## src/rtl/card_dealer_pkg.sv

```systemverilog
// Shared card/dealer types, deck constants and the mod-13 reduction step.
package card_pkg;

    localparam int unsigned RANK_MIN  = 1;
    localparam int unsigned RANK_MAX  = 13;
    localparam int unsigned SUITS     = 4;
    localparam int unsigned DECK_SIZE = 52;

    typedef logic [3:0] rank_t;

    typedef enum logic [1:0] {IDLE, REDUCE, CHECK, DONE} dealer_state_t;

    localparam logic [15:0] LFSR_SEED = 16'hACE1;

    // One restoring step: shift in the next bit, subtract 13 if it fits.
    function automatic logic [3:0] mod13_step(input logic [3:0] rem, input logic bit_in);
        logic [4:0] t;
        t = {rem, bit_in};
        return (t >= 5'd13) ? 4'(t - 5'd13) : t[3:0];
    endfunction

endpackage

```

## src/rtl/card_dealer_if.sv

```systemverilog
// Request/response bundle between the game logic and the card dealer.
interface card_dealer_if #(
    parameter int unsigned WIDTH = 12,
    parameter int unsigned DECKS = 1
);
    localparam int unsigned RW = $clog2(52 * DECKS + 1);

    logic [WIDTH-1:0] i_Count;
    logic             i_Draw;
    logic             i_NewDeck;
    logic             o_Busy;
    logic [3:0]       o_Card;
    logic             o_Valid;
    logic             o_Empty;
    logic [RW-1:0]    o_Remaining;

    modport master (
        output i_Count, i_Draw, i_NewDeck,
        input  o_Busy, o_Card, o_Valid, o_Empty, o_Remaining
    );

    modport slave (
        input  i_Count, i_Draw, i_NewDeck,
        output o_Busy, o_Card, o_Valid, o_Empty, o_Remaining
    );
endinterface

```

## src/rtl/card_dealer_mod13_reducer.sv

```systemverilog
// Iterative value mod 13, one bit per cycle MSB first; done pulses WIDTH cycles after start.
module mod13_reducer
    import card_pkg::*;
#(
    parameter int unsigned WIDTH = 12
) (
    input  logic             clk_50M,
    input  logic             i_Reset,
    input  logic             start,
    input  logic [WIDTH-1:0] value,
    output logic             done,
    output logic [3:0]       remainder
);
    localparam int unsigned CW = $clog2(WIDTH + 1);

    logic [WIDTH-1:0] sh_q;
    logic [CW-1:0]    cnt_q;
    logic             busy_q;
    logic             done_q;
    logic [3:0]       rem_q;

    // The MSB is consumed on the start edge, so WIDTH-1 further steps remain.
    always_ff @(posedge clk_50M) begin
        if (i_Reset) begin
            sh_q   <= '0;
            cnt_q  <= '0;
            busy_q <= 1'b0;
            done_q <= 1'b0;
            rem_q  <= '0;
        end else begin
            done_q <= 1'b0;
            if (start) begin
                rem_q  <= mod13_step(4'd0, value[WIDTH-1]);
                sh_q   <= value << 1;
                cnt_q  <= CW'(WIDTH - 1);
                busy_q <= 1'b1;
            end else if (busy_q) begin
                rem_q <= mod13_step(rem_q, sh_q[WIDTH-1]);
                sh_q  <= sh_q << 1;
                cnt_q <= cnt_q - CW'(1);
                if (cnt_q == CW'(1)) begin
                    busy_q <= 1'b0;
                    done_q <= 1'b1;
                end
            end
        end
    end

    assign done      = done_q;
    assign remainder = rem_q;

endmodule

```

## src/rtl/card_dealer.sv

```systemverilog
// Deals ranks 1..13 without replacement from a tracked shoe, seeded by the game counter.
// Define DEALER_LFSR_EN to whiten the sampled counter with a free-running 16-bit LFSR.
module card_dealer
    import card_pkg::*;
#(
    parameter int unsigned WIDTH = 12,
    parameter int unsigned DECKS = 1
) (
    input  logic         clk_50M,
    input  logic         i_Reset,
    card_dealer_if.slave bus
);
    localparam int unsigned CW = $clog2(SUITS * DECKS + 1);
    localparam int unsigned RW = $clog2(DECK_SIZE * DECKS + 1);

    dealer_state_t    state_q;
    rank_t            rank_q;
    logic [CW-1:0]    cnt_q [RANK_MIN:RANK_MAX];
    logic [RW-1:0]    remaining_q;
    rank_t            card_q;
    logic             valid_q;
    logic             busy_q;
    logic             empty_q;
    logic [WIDTH-1:0] sample_d;
    logic             start_d;
    logic             red_done;
    logic [3:0]       red_rem;

`ifdef DEALER_LFSR_EN
    logic [15:0] lfsr_q;

    // x^16+x^14+x^13+x^11+1, shifting right.
    always_ff @(posedge clk_50M) begin
        if (i_Reset) lfsr_q <= LFSR_SEED;
        else         lfsr_q <= {lfsr_q[0] ^ lfsr_q[2] ^ lfsr_q[3] ^ lfsr_q[5], lfsr_q[15:1]};
    end

    assign sample_d = bus.i_Count ^ lfsr_q[WIDTH-1:0];
`else
    assign sample_d = bus.i_Count;
`endif

    // DONE already has o_Busy low, so it accepts a new draw just like IDLE.
    assign start_d = ((state_q == IDLE) || (state_q == DONE)) &&
                     bus.i_Draw && !empty_q && !bus.i_NewDeck;

    mod13_reducer #(.WIDTH(WIDTH)) u_reducer (
        .clk_50M   (clk_50M),
        .i_Reset   (i_Reset),
        .start     (start_d),
        .value     (sample_d),
        .done      (red_done),
        .remainder (red_rem)
    );

    always_ff @(posedge clk_50M) begin
        if (i_Reset || bus.i_NewDeck) begin
            for (int unsigned r = RANK_MIN; r <= RANK_MAX; r++) cnt_q[r] <= CW'(SUITS * DECKS);
            remaining_q <= RW'(DECK_SIZE * DECKS);
            state_q     <= IDLE;
            rank_q      <= rank_t'(RANK_MIN);
            card_q      <= '0;
            valid_q     <= 1'b0;
            busy_q      <= 1'b0;
            empty_q     <= 1'b0;
        end else begin
            valid_q <= 1'b0;
            case (state_q)
                IDLE, DONE: begin
                    if (start_d) begin
                        state_q <= REDUCE;
                        busy_q  <= 1'b1;
                    end else begin
                        state_q <= IDLE;
                    end
                end
                REDUCE: begin
                    if (red_done) begin
                        rank_q  <= rank_t'(red_rem) + rank_t'(1);
                        state_q <= CHECK;
                    end
                end
                CHECK: begin
                    if (cnt_q[rank_q] != '0) begin
                        cnt_q[rank_q] <= cnt_q[rank_q] - CW'(1);
                        remaining_q   <= remaining_q - RW'(1);
                        empty_q       <= (remaining_q == RW'(1));
                        card_q        <= rank_q;
                        valid_q       <= 1'b1;
                        busy_q        <= 1'b0;
                        state_q       <= DONE;
                    end else begin
                        rank_q <= (rank_q == rank_t'(RANK_MAX)) ? rank_t'(RANK_MIN)
                                                                : rank_q + rank_t'(1);
                    end
                end
            endcase
        end
    end

    assign bus.o_Busy      = busy_q;
    assign bus.o_Card      = card_q;
    assign bus.o_Valid     = valid_q;
    assign bus.o_Empty     = empty_q;
    assign bus.o_Remaining = remaining_q;

endmodule

```

## src/flat_wrapper.sv

```systemverilog
// flat-port wrapper written by rule: the top's interface ports become plain ports
module card_dealer_flat import card_pkg::*;
#(
    parameter int unsigned WIDTH = 12,
    parameter int unsigned DECKS = 1
)
  (clk_50M, i_Reset, bus_i_Count, bus_i_Draw, bus_i_NewDeck, bus_o_Busy, bus_o_Card, bus_o_Valid, bus_o_Empty, bus_o_Remaining);
  card_dealer_if #(.WIDTH(WIDTH), .DECKS(DECKS)) bus_i ();
  input  logic clk_50M;
  input  logic i_Reset;
  input wire logic [$bits(bus_i.i_Count)-1:0] bus_i_Count;
  input wire logic [$bits(bus_i.i_Draw)-1:0] bus_i_Draw;
  input wire logic [$bits(bus_i.i_NewDeck)-1:0] bus_i_NewDeck;
  output wire logic [$bits(bus_i.o_Busy)-1:0] bus_o_Busy;
  output wire logic [$bits(bus_i.o_Card)-1:0] bus_o_Card;
  output wire logic [$bits(bus_i.o_Valid)-1:0] bus_o_Valid;
  output wire logic [$bits(bus_i.o_Empty)-1:0] bus_o_Empty;
  output wire logic [$bits(bus_i.o_Remaining)-1:0] bus_o_Remaining;
  assign bus_i.i_Count = bus_i_Count;
  assign bus_i.i_Draw = bus_i_Draw;
  assign bus_i.i_NewDeck = bus_i_NewDeck;
  assign bus_o_Busy = bus_i.o_Busy;
  assign bus_o_Card = bus_i.o_Card;
  assign bus_o_Valid = bus_i.o_Valid;
  assign bus_o_Empty = bus_i.o_Empty;
  assign bus_o_Remaining = bus_i.o_Remaining;
  card_dealer #(.WIDTH(WIDTH), .DECKS(DECKS)) u_core (.clk_50M(clk_50M), .i_Reset(i_Reset), .bus(bus_i));
endmodule
```

## config.mk

```make
export PLATFORM = sky130hd
export DESIGN_NAME = card_dealer_flat
export DESIGN_NICKNAME = d
export VERILOG_FILES = /design/src/rtl/card_dealer_pkg.sv /design/src/rtl/card_dealer_if.sv /design/src/rtl/card_dealer_mod13_reducer.sv /design/src/rtl/card_dealer.sv /design/src/flat_wrapper.sv
export SDC_FILE = /design/constraint.sdc
export NUM_CORES = 1
export LEC_CHECK = 0
export ABC_AREA = 0
export CAP_MARGIN = 10
export CELL_PAD_IN_SITES_DETAIL_PLACEMENT = 0
export CELL_PAD_IN_SITES_GLOBAL_PLACEMENT = 1
export CORE_AREA = 2 2 109 111
export CTS_CLUSTER_SIZE = 16
export DETAILED_ROUTE_END_ITERATION = 6
export DIE_AREA = 0 0 111 113
export PLACE_DENSITY = 0.74
export REMOVE_ABC_BUFFERS = 1
export SYNTH_ARGS = -nofsm -noshare
export SYNTH_HDL_FRONTEND = slang
export SYNTH_HIERARCHICAL = 1
export SYNTH_SLANG_ARGS = --single-unit
```

## constraint.sdc

```tcl
create_clock -name clk_50M -period 3.29 [get_ports clk_50M]
set_input_delay 0.658 -clock clk_50M [delete_from_list [all_inputs] [get_ports clk_50M]]
set_output_delay 0.658 -clock clk_50M [all_outputs]
set_load 0.02 [all_outputs]
```

* Word-level counts from Yosys, hierarchy flattened
Memories as Yosys holds them, arrays and structs flattened. A register that Yosys moved wholly into a read port is not among the register bits.
Index checks and enable logic that the tools add are counted.
Widths: inputs -> output; s select.
** Storage, ports and cells
- Memories kept :: 1
- RAM bits :: 39
- Input bits :: 16
- Register bits after elaboration :: 40
- Output and inout port bits :: 13
- Logic and storage cells :: 86
** Cells by class
- Multiplexer cells :: 33
- Reductions and logical operators :: 20
- Bitwise gates (word level) :: 1
- Add/subtract/negate cells :: 6
- Eq/ne operators :: 10
- Magnitude comparators :: 1
** Memories
- u_core.cnt_q :: words 13, bits a word 3, rd ports 1, clocked after memory_dff 1, wr ports 13, line card_dealer.sv:18 : logic [CW-1:0] cnt_q [RANK_MIN:RANK_MAX];
** Operators by type and width (count)
- $mux 4 :: 9
- $mux 12 :: 2
- $mux 1 :: 16
- $add 4x1->4 const B :: 2
- $pmux 4 s2 :: 1
- $eq 6x1->1 const B :: 1
- $pmux 2 s3 :: 1
- $reduce_and 3->1 :: 2
- $reduce_bool 2->1 :: 3
- $reduce_or 3->1 :: 2
- $sub 6x1->6 const B :: 1
- $ge 5x4->1 const B :: 1
- $eq 2x2->1 const B :: 2
- $eq 4x1->1 const B :: 1
- $eq 4x4->1 const B :: 1
- $mux 2 :: 2
- $ne 2x1->1 const B :: 2
- $ne 2x2->1 const B :: 2
- $reduce_and 2->1 :: 2
- $reduce_or 2->1 :: 2
- $sub 4x1->4 const B :: 1
- $sub 4x4->4 const B :: 1
- $logic_and 1x1->1 :: 3
- $mux 3 :: 1
- other kinds (8) :: 10

* Logic depth before layout (Yosys ltp)
Gate-level depths: netlist (run 1).
- Word-level depth :: 7
- Gate-level depth with buffers :: 13

* Hierarchy
The synthesis (run 1) kept the hierarchy.
** Modules (own cells, without submodules)
- card_dealer :: instances 1, area an instance 3409.5 um^2, cells an instance 302, seq. area each 1901.8 um^2
- mod13_reducer :: instances 1, area an instance 1072.3 um^2, cells an instance 122, seq. area each 420.4 um^2

* Worst setup path before layout (run 1)
Ideal clock, no wire load.
- Kind :: reg-to-reg
- Start :: register (tool-made name)
- End :: memory u_core/cnt_q[1][0] (netlist bit) (enable)
- Period minus slack after synthesis :: 3433 ps
- Arrival :: 3131 ps
- Path buffers :: 2
- Slack :: -143 ps
- Stages on the path, launching flop included :: 13
- Path through :: dfxtp_1 -> buf_4 -> or2_2 -> o22ai_1 -> nor4b_2 -> buf_2 -> nor2_1 -> ha_1 -> ha_1 -> or4b_4 -> nor3b_4 -> nand2_1 -> nand2_1
** RTL lines (line)
- to (decl) :: card_dealer.sv:18

==> results of run 1 <==
registers in the layout, indices dropped and copies added, names as in the netlist, named ones only:
register,count
u_core/cnt_q,48
u_core/u_reducer/sh_q,11
u_core/bus.o_Remaining,6
u_core/bus.o_Card,4
u_core/rank_q,4
u_core/u_reducer/cnt_q,4
u_core/u_reducer/remainder,4
u_core/state_q,2
u_core/bus.o_Busy,1
u_core/bus.o_Empty,1
u_core/bus.o_Valid,1
u_core/u_reducer/busy_q,1
u_core/u_reducer/done,1
layout make-up:
class / count / area share (%)
timing repair buffer: 55 / 9.17
clock inverter: 6 / 1.65
clock buffer: 10 / 4.25
tap: 143 / 3.32
inverter: 16 / 1.11
sequential: 92 / 43.2
multi-input combinational: 288 / 37.3
worst reg2reg max path, cell delays in order (launching register included):
cell,delay [ns]
dfxtp_1,0.37
buf_4,0.20
mux4_2,0.51
mux2_2,0.28
o21ai_0,0.22
ha_1,0.20
ha_2,0.19
buf_4,0.11
nor2b_1,0.04
or3_1,0.50
a21oi_1,0.23
o21ai_0,0.18
path summary, 6_finish.rpt:
path,slack (ns),endpoint,cells past startpoint
setup / recovery,0.10,flop,11
hold / removal,0.45,u_core/bus.o_Card[2],2
setup reg to reg,0.10,flop,11
hold reg to reg,0.45,u_core/bus.o_Card[2],2
power groups by stage:
stage          Clock, uW  Combinational, uW  Sequential [uW]
4_1_cts             1130                212             1280
3_3_place_gp           0                207             1300
6_report            1100                216             1280
5_1_grt             1170                238             1280
3_5_place_dp           0                211             1300
2_1_floorplan          0                127             1290
repair_timing:
action,in CTS,in global routing
buffers inserted,0,3
pin swaps,3,8
resized for setup,3,15
cloned,0,0
endpoints found under the setup margin,31,66
synthesized netlist by cell type, types with 4 or more instances:
cell / number / area share, %
a211oi_1: 4 / 0.67
a21oi_1: 31 / 3.5
buf_2: 7 / 0.78
clkbuf_1: 16 / 1.3
dfxtp_1: 44 / 20
edfxtp_1: 48 / 32
ha_1: 11 / 3.1
inv_1: 15 / 1.3
mux2_2: 15 / 3.8
mux4_2: 8 / 4.0
nand2_1: 64 / 5.4
nand2b_1: 5 / 0.70
nand3_1: 14 / 1.6
nand4_1: 5 / 0.70
nor2_1: 28 / 2.3
nor2b_1: 8 / 1.1
nor3_1: 14 / 1.6
nor3_2: 6 / 1.3
o211ai_1: 4 / 0.67
o21ai_0: 14 / 1.6
o22ai_1: 4 / 0.56
or2_2: 5 / 0.70
xnor2_1: 5 / 0.98
xor2_1: 4 / 0.78
kinds of logic (layout without fill, tap and decap cells):
kind of cell,count (synthesis),count (layout)
buffers and inverters,44,87
xor gates and xnor gates,9,9
adders and majority gates,11,11
and+or+nand+nor,169,169
AOI/OAI and AO/OA,71,71
DFF,92,92
muxes,28,28
through the flow:
step	instances	instance area [sq um]	TNS (ns)	power [uW]
finish	610	5390	0	2600
global placement	591	4990	0	1510
floorplan	396	4330	-43.55	1420
global route	610	5390	0	2690
detailed placement	591	4990	-0.0989	1510
CTS	607	5310	0	2620
layer usage:
metal	up-vias	share of wire, %	GRT usage (%)
met1	1580	44	20.8
met4	0	1.1	5.58
met5	-	0	0
li1	1587	-	-
met2	73	51	29.1
met3	10	4.5	3.91
==> flow_metrics.tcl, run 1 <==
set metrics [dict create \
    max_stage_delay_ns 0.51 \
    crit_chain "buf_4 > mux4_2 > mux2_2 > o21ai_0 > ha_1 > ha_2 > buf_4 > nor2b_1 > or3_1 > a21oi_1 > o21ai_0" \
    drtPass1Iterations 4 \
    powerDensity_nw_per_um2 482 \
    htreeDepth 3 \
    final_util_pct 47.8 \
    post_drt_via_cell_ratio 5.33 \
    synth_top_family_by_area "simple AND/OR/NAND/NOR gates" \
    required_ns 3.48 \
    clk_path_buf_depth 2 \
    fmax_mhz 314 \
    layout-drive-gt1-share_pct 21.6 \
    holdBufCountCts 0 \
    layout_common_cells "nand2_1, edfxtp_1, dfxtp_1" \
    peakVddDrop_mv 0.274 \
    cts_inserted_buffers 9 \
    arrival_ns 3.37 \
    antenna_found_initial 0 \
    synth.area.mux_share_pct 8.99 \
    slew_headroom_pct 35.9 \
    post_drt_wl_per_cell_um 16.8 \
    hold_class "reg -> reg" \
    port_buffers 28 \
    finalSetupViolCount 0 \
    seq_area_frac_synth_pct 51.8 \
    grt_max_degree 28 \
    slowest_stage "mux4_2" \
    regArea_sq_um 2330 \
    grt_pass1_vias 3241 \
    p_sw_share_pct 22.9 \
    skew_ns 0.00772 \
    hold_viol_final 0 \
    grt_pass1_wl_mm 16.3 \
    clk_latency_ns 0.34 \
    layout.nets 489 \
    die_h_um 113 \
    power.leakage_uw 0.00188 \
    hpwl_mm 7.09 \
    post-route-drc-count 0 \
    num_io_pins 29 \
    rsz0062_at_grt "no" \
    syn2layout_area_growth_pct 20.3 \
    period_share_pct 96.8 \
    synth_xor_area_share_pct 1.76 \
    cts_tree "yes" \
    dieArea_sq_um 12500 \
    vias 3250 \
    drv_slew 0 \
    fillers 1033 \
    worst_setup_path_start_kind "flop" \
    async_flop_share_pct 0 \
    synthAdderAreaFrac_pct 3.07 \
    synthSimpleGateAreaFrac_pct 19.9 \
    final_common_cell "nand2_1" \
    path_class "reg -> reg" \
    period_minus_slack_ns 3.19 \
    synth_compound_area_share_pct 9.80 \
    cts.sinks 92 \
    share_comb_of_total_power_pct 8.3 \
    gr-total-overflow 0 \
    synth_edf_count 48 \
    die_w_um 111 \
    clock_tree.root_cell "clkbuf_16" \
    clk_pin_slew_worst_paths_ns 0.07 \
    drt-initial-drc-count 133 \
    min_from "u_core/bus.o_Card[2]" \
    dp_slack_ns -0.0247 \
    synthesis.area_per_instance_sq_um 10.6 \
    synthFlopType "edfxtp_1" \
    multi_input_area_sq_um 2010 \
    track_usage_pct 16.8 \
    power.clock.fraction_pct 42.5 \
    yosysWarnings 6 \
    routed_wl_mm 10.3 \
    status "finished, final reports clean" \
    initial_core_util_pct 39.8 \
    core_sq_um 11300 \
    crit_family "multiplexers" \
    syn_inst 424 \
    ys_types 55 \
    setup_slack_ns 0.105 \
    row_count 39 \
    antenna_cells 0 \
    critPathCaptureType "flop" \
    gp_congestion 0.809 \
    intPower_uw 2000 \
    hold_ws_ns 0.455 \
    maxCapViolCount 0 \
    path_buf_inv 2 \
    p_seq_share_pct 49.2 \
    tightest_slew_ns 0.960 \
    ys_seq_elements 92 \
    critPathMaxFanout 8 \
    ant_nets 0 \
    power.switching_uw 593 \
    synthesis.area_sq_um 4480 \
]
(Power assumes the default switching activity.)
==> run 2, diff against run 1 <==
- CORE_AREA: 2 2 109 111 -> 2 2 126 128
- DIE_AREA: 0 0 111 113 -> 0 0 128 130
- PLACE_DENSITY: 0.74 -> 0.59
==> flow_metrics.tcl, run 2 (synthesized netlist as in run 1, its figures left out) <==
set metrics [dict create \
    power.leakage_uw 0.00190 \
    core_sq_um 15400 \
    finalSetupViolCount 0 \
    htreeDepth 3 \
    crit_chain "buf_4 > mux2_2 > o22ai_1 > nor3_2 > nor2_1 > ha_1 > ha_1 > or4b_4 > nor3b_4 > buf_4 > and3_1" \
    slew_headroom_pct 35.6 \
    skew_ns 0.00695 \
    maxCapViolCount 0 \
    intPower_uw 2000 \
    powerDensity_nw_per_um2 477 \
    gr-total-overflow 0 \
    num_io_pins 29 \
    critPathMaxFanout 12 \
    p_sw_share_pct 23.0 \
    track_usage_pct 13.8 \
    max_stage_delay_ns 0.62 \
    cts_inserted_buffers 9 \
    peakVddDrop_mv 0.305 \
    required_ns 3.33 \
    hold_class "reg -> reg" \
    hpwl_mm 7.61 \
    path_buf_inv 2 \
    share_comb_of_total_power_pct 8.2 \
    worst_setup_path_start_kind "flop" \
    cts_tree "yes" \
    final_common_cell "nand2_1" \
    antenna_cells 0 \
    layout_common_cells "nand2_1, edfxtp_1, dfxtp_1" \
    post_drt_via_cell_ratio 4.83 \
    arrival_ns 3.19 \
    tightest_slew_ns 0.964 \
    period_minus_slack_ns 3.15 \
    grt_busiest_layer "met2" \
    initial_core_util_pct 29.1 \
    rsz0062_at_grt "no" \
    drv_slew 0 \
    power.switching_uw 596 \
    status "finished, final reports clean" \
    fmax_mhz 318 \
    die_h_um 130 \
    die_w_um 128 \
    grt_max_degree 28 \
    path_class "reg -> reg" \
    dp_cells 648 \
    crit_family "simple AND/OR/NAND/NOR gates" \
    clk_latency_ns 0.34 \
    port_buffers 28 \
    hold_viol_final 0 \
    post-route-drc-count 0 \
    holdBufCountCts 0 \
    grt_pass1_vias 3259 \
    gp_congestion 0.786 \
    grt_pass1_wl_mm 17.5 \
    largest_reg_flops 48 \
    post_drt_wl_per_cell_um 16.3 \
    final_cell_count_no_fill 664 \
    syn2layout_area_growth_pct 21.5 \
    drtPass1Iterations 5 \
    drt-initial-drc-count 207 \
    ant_nets 0 \
    row_count 46 \
    clock_tree.root_cell "clkbuf_16" \
    clk_path_buf_depth 2 \
    slowest_stage "or4b_4" \
    cts.sinks 92 \
    p_seq_share_pct 49.2 \
    period_share_pct 95.6 \
    gr-usage-met2_pct 23.7 \
    dp_slack_ns -0.0447 \
    dieArea_sq_um 16600 \
    routed_wl_mm 10.8 \
    layout-drive-gt1-share_pct 21.0 \
    regMostFlops "u_core/cnt_q" \
    vias 3206 \
    layout.nets 494 \
    critPathCaptureType "flop" \
    clk_pin_slew_worst_paths_ns 0.07 \
    antenna_found_initial 0 \
    grt_use_met1_pct 16.9 \
    power.clock.fraction_pct 42.6 \
    use_met3_pct 3.69 \
    setup_slack_ns 0.144 \
]
-- run 2: changes by cell type in the layout (fill, tap and decap cells not counted), sizes merged --
| cell | before | now |
|---|---|---|
| inv | 16 | 17 |
| clkinvlp | 2 | 1 |
| buf | 27 | 32 |
-- run 2: final cells by class --
cell class / instances / area [sq um]
clock buffers: 10 / 229
well taps: 192 / 240
clock inverters: 6 / 87.6
multi-input cells: 288 / 1970
flip-flops and latches: 92 / 2330
fillers: 1604 / 9980
repair buffers: 60 / 533
inverters: 16 / 60.1
-- run 2: timing repair --
action | CTS | global route
setup endpoints to repair | 35 | 30
buffers inserted | 0 | 0
resized for setup | 1 | 5
-- run 2: path summary, 6_finish.rpt --
path                                            from                   end  slack [ns]  depth (start not counted)
worst max-delay path                            flop   u_core/cnt_q[14][2]        0.14                         11
worst min-delay path            u_core/bus.o_Card[3]  u_core/bus.o_Card[3]        0.46                          2
worst max register to register                  flop   u_core/cnt_q[14][2]        0.14                         11
worst min register to register  u_core/bus.o_Card[3]  u_core/bus.o_Card[3]        0.46                          2
-- run 2: stage by stage --
step                TNS, ns  cell area (sq um)  hold slack [ns]  total power, uW  utilization, %
floorplan            -43.55               4330            0.494             1420               -
global placement          0               5120            0.450             1520            33.2
detailed placement   -0.526               5120            0.454             1520            33.2
CTS                       0               5440            0.463             2640            35.3
global route              0               5450            0.493             2710            35.3
finish                    0               5450            0.461             2600            35.3
-- run 2: worst register-to-register path: cells and delay by family (launching register included) --
kind,cells,cell delay (ns)
buffers and inverters,2,0.33
DFF,1,0.39
muxes,1,0.21
and+or+nand+nor,5,1.38
adders and majority gates,2,0.47
AOI/OAI and AO/OA,1,0.08
-- run 2: power groups by stage --
stage	Sequential (uW)	Clock, uW	Combinational (uW)
floorplan	1290	0	127
global placement	1300	0	214
detailed placement	1300	0	215
CTS	1280	1140	216
global route	1280	1190	238
finish	1280	1110	213
-- run 2: routing by layer --
layer | vias up | part of all wire (%) | wire length (um)
met5 | - | 0 | 0
met4 | 0 | 1.5 | 164
met3 | 12 | 3.4 | 366
met2 | 51 | 50 | 5360
met1 | 1546 | 46 | 4920
li1 | 1597 | - | -
==> run 3, diff against run 2 <==
- CTS_CLUSTER_SIZE: 16 -> 14
- SLEW_MARGIN: unset -> 20
==> results of run 3 <==
Same layout as run 2: the final DEF is identical, and so are final timing and power.
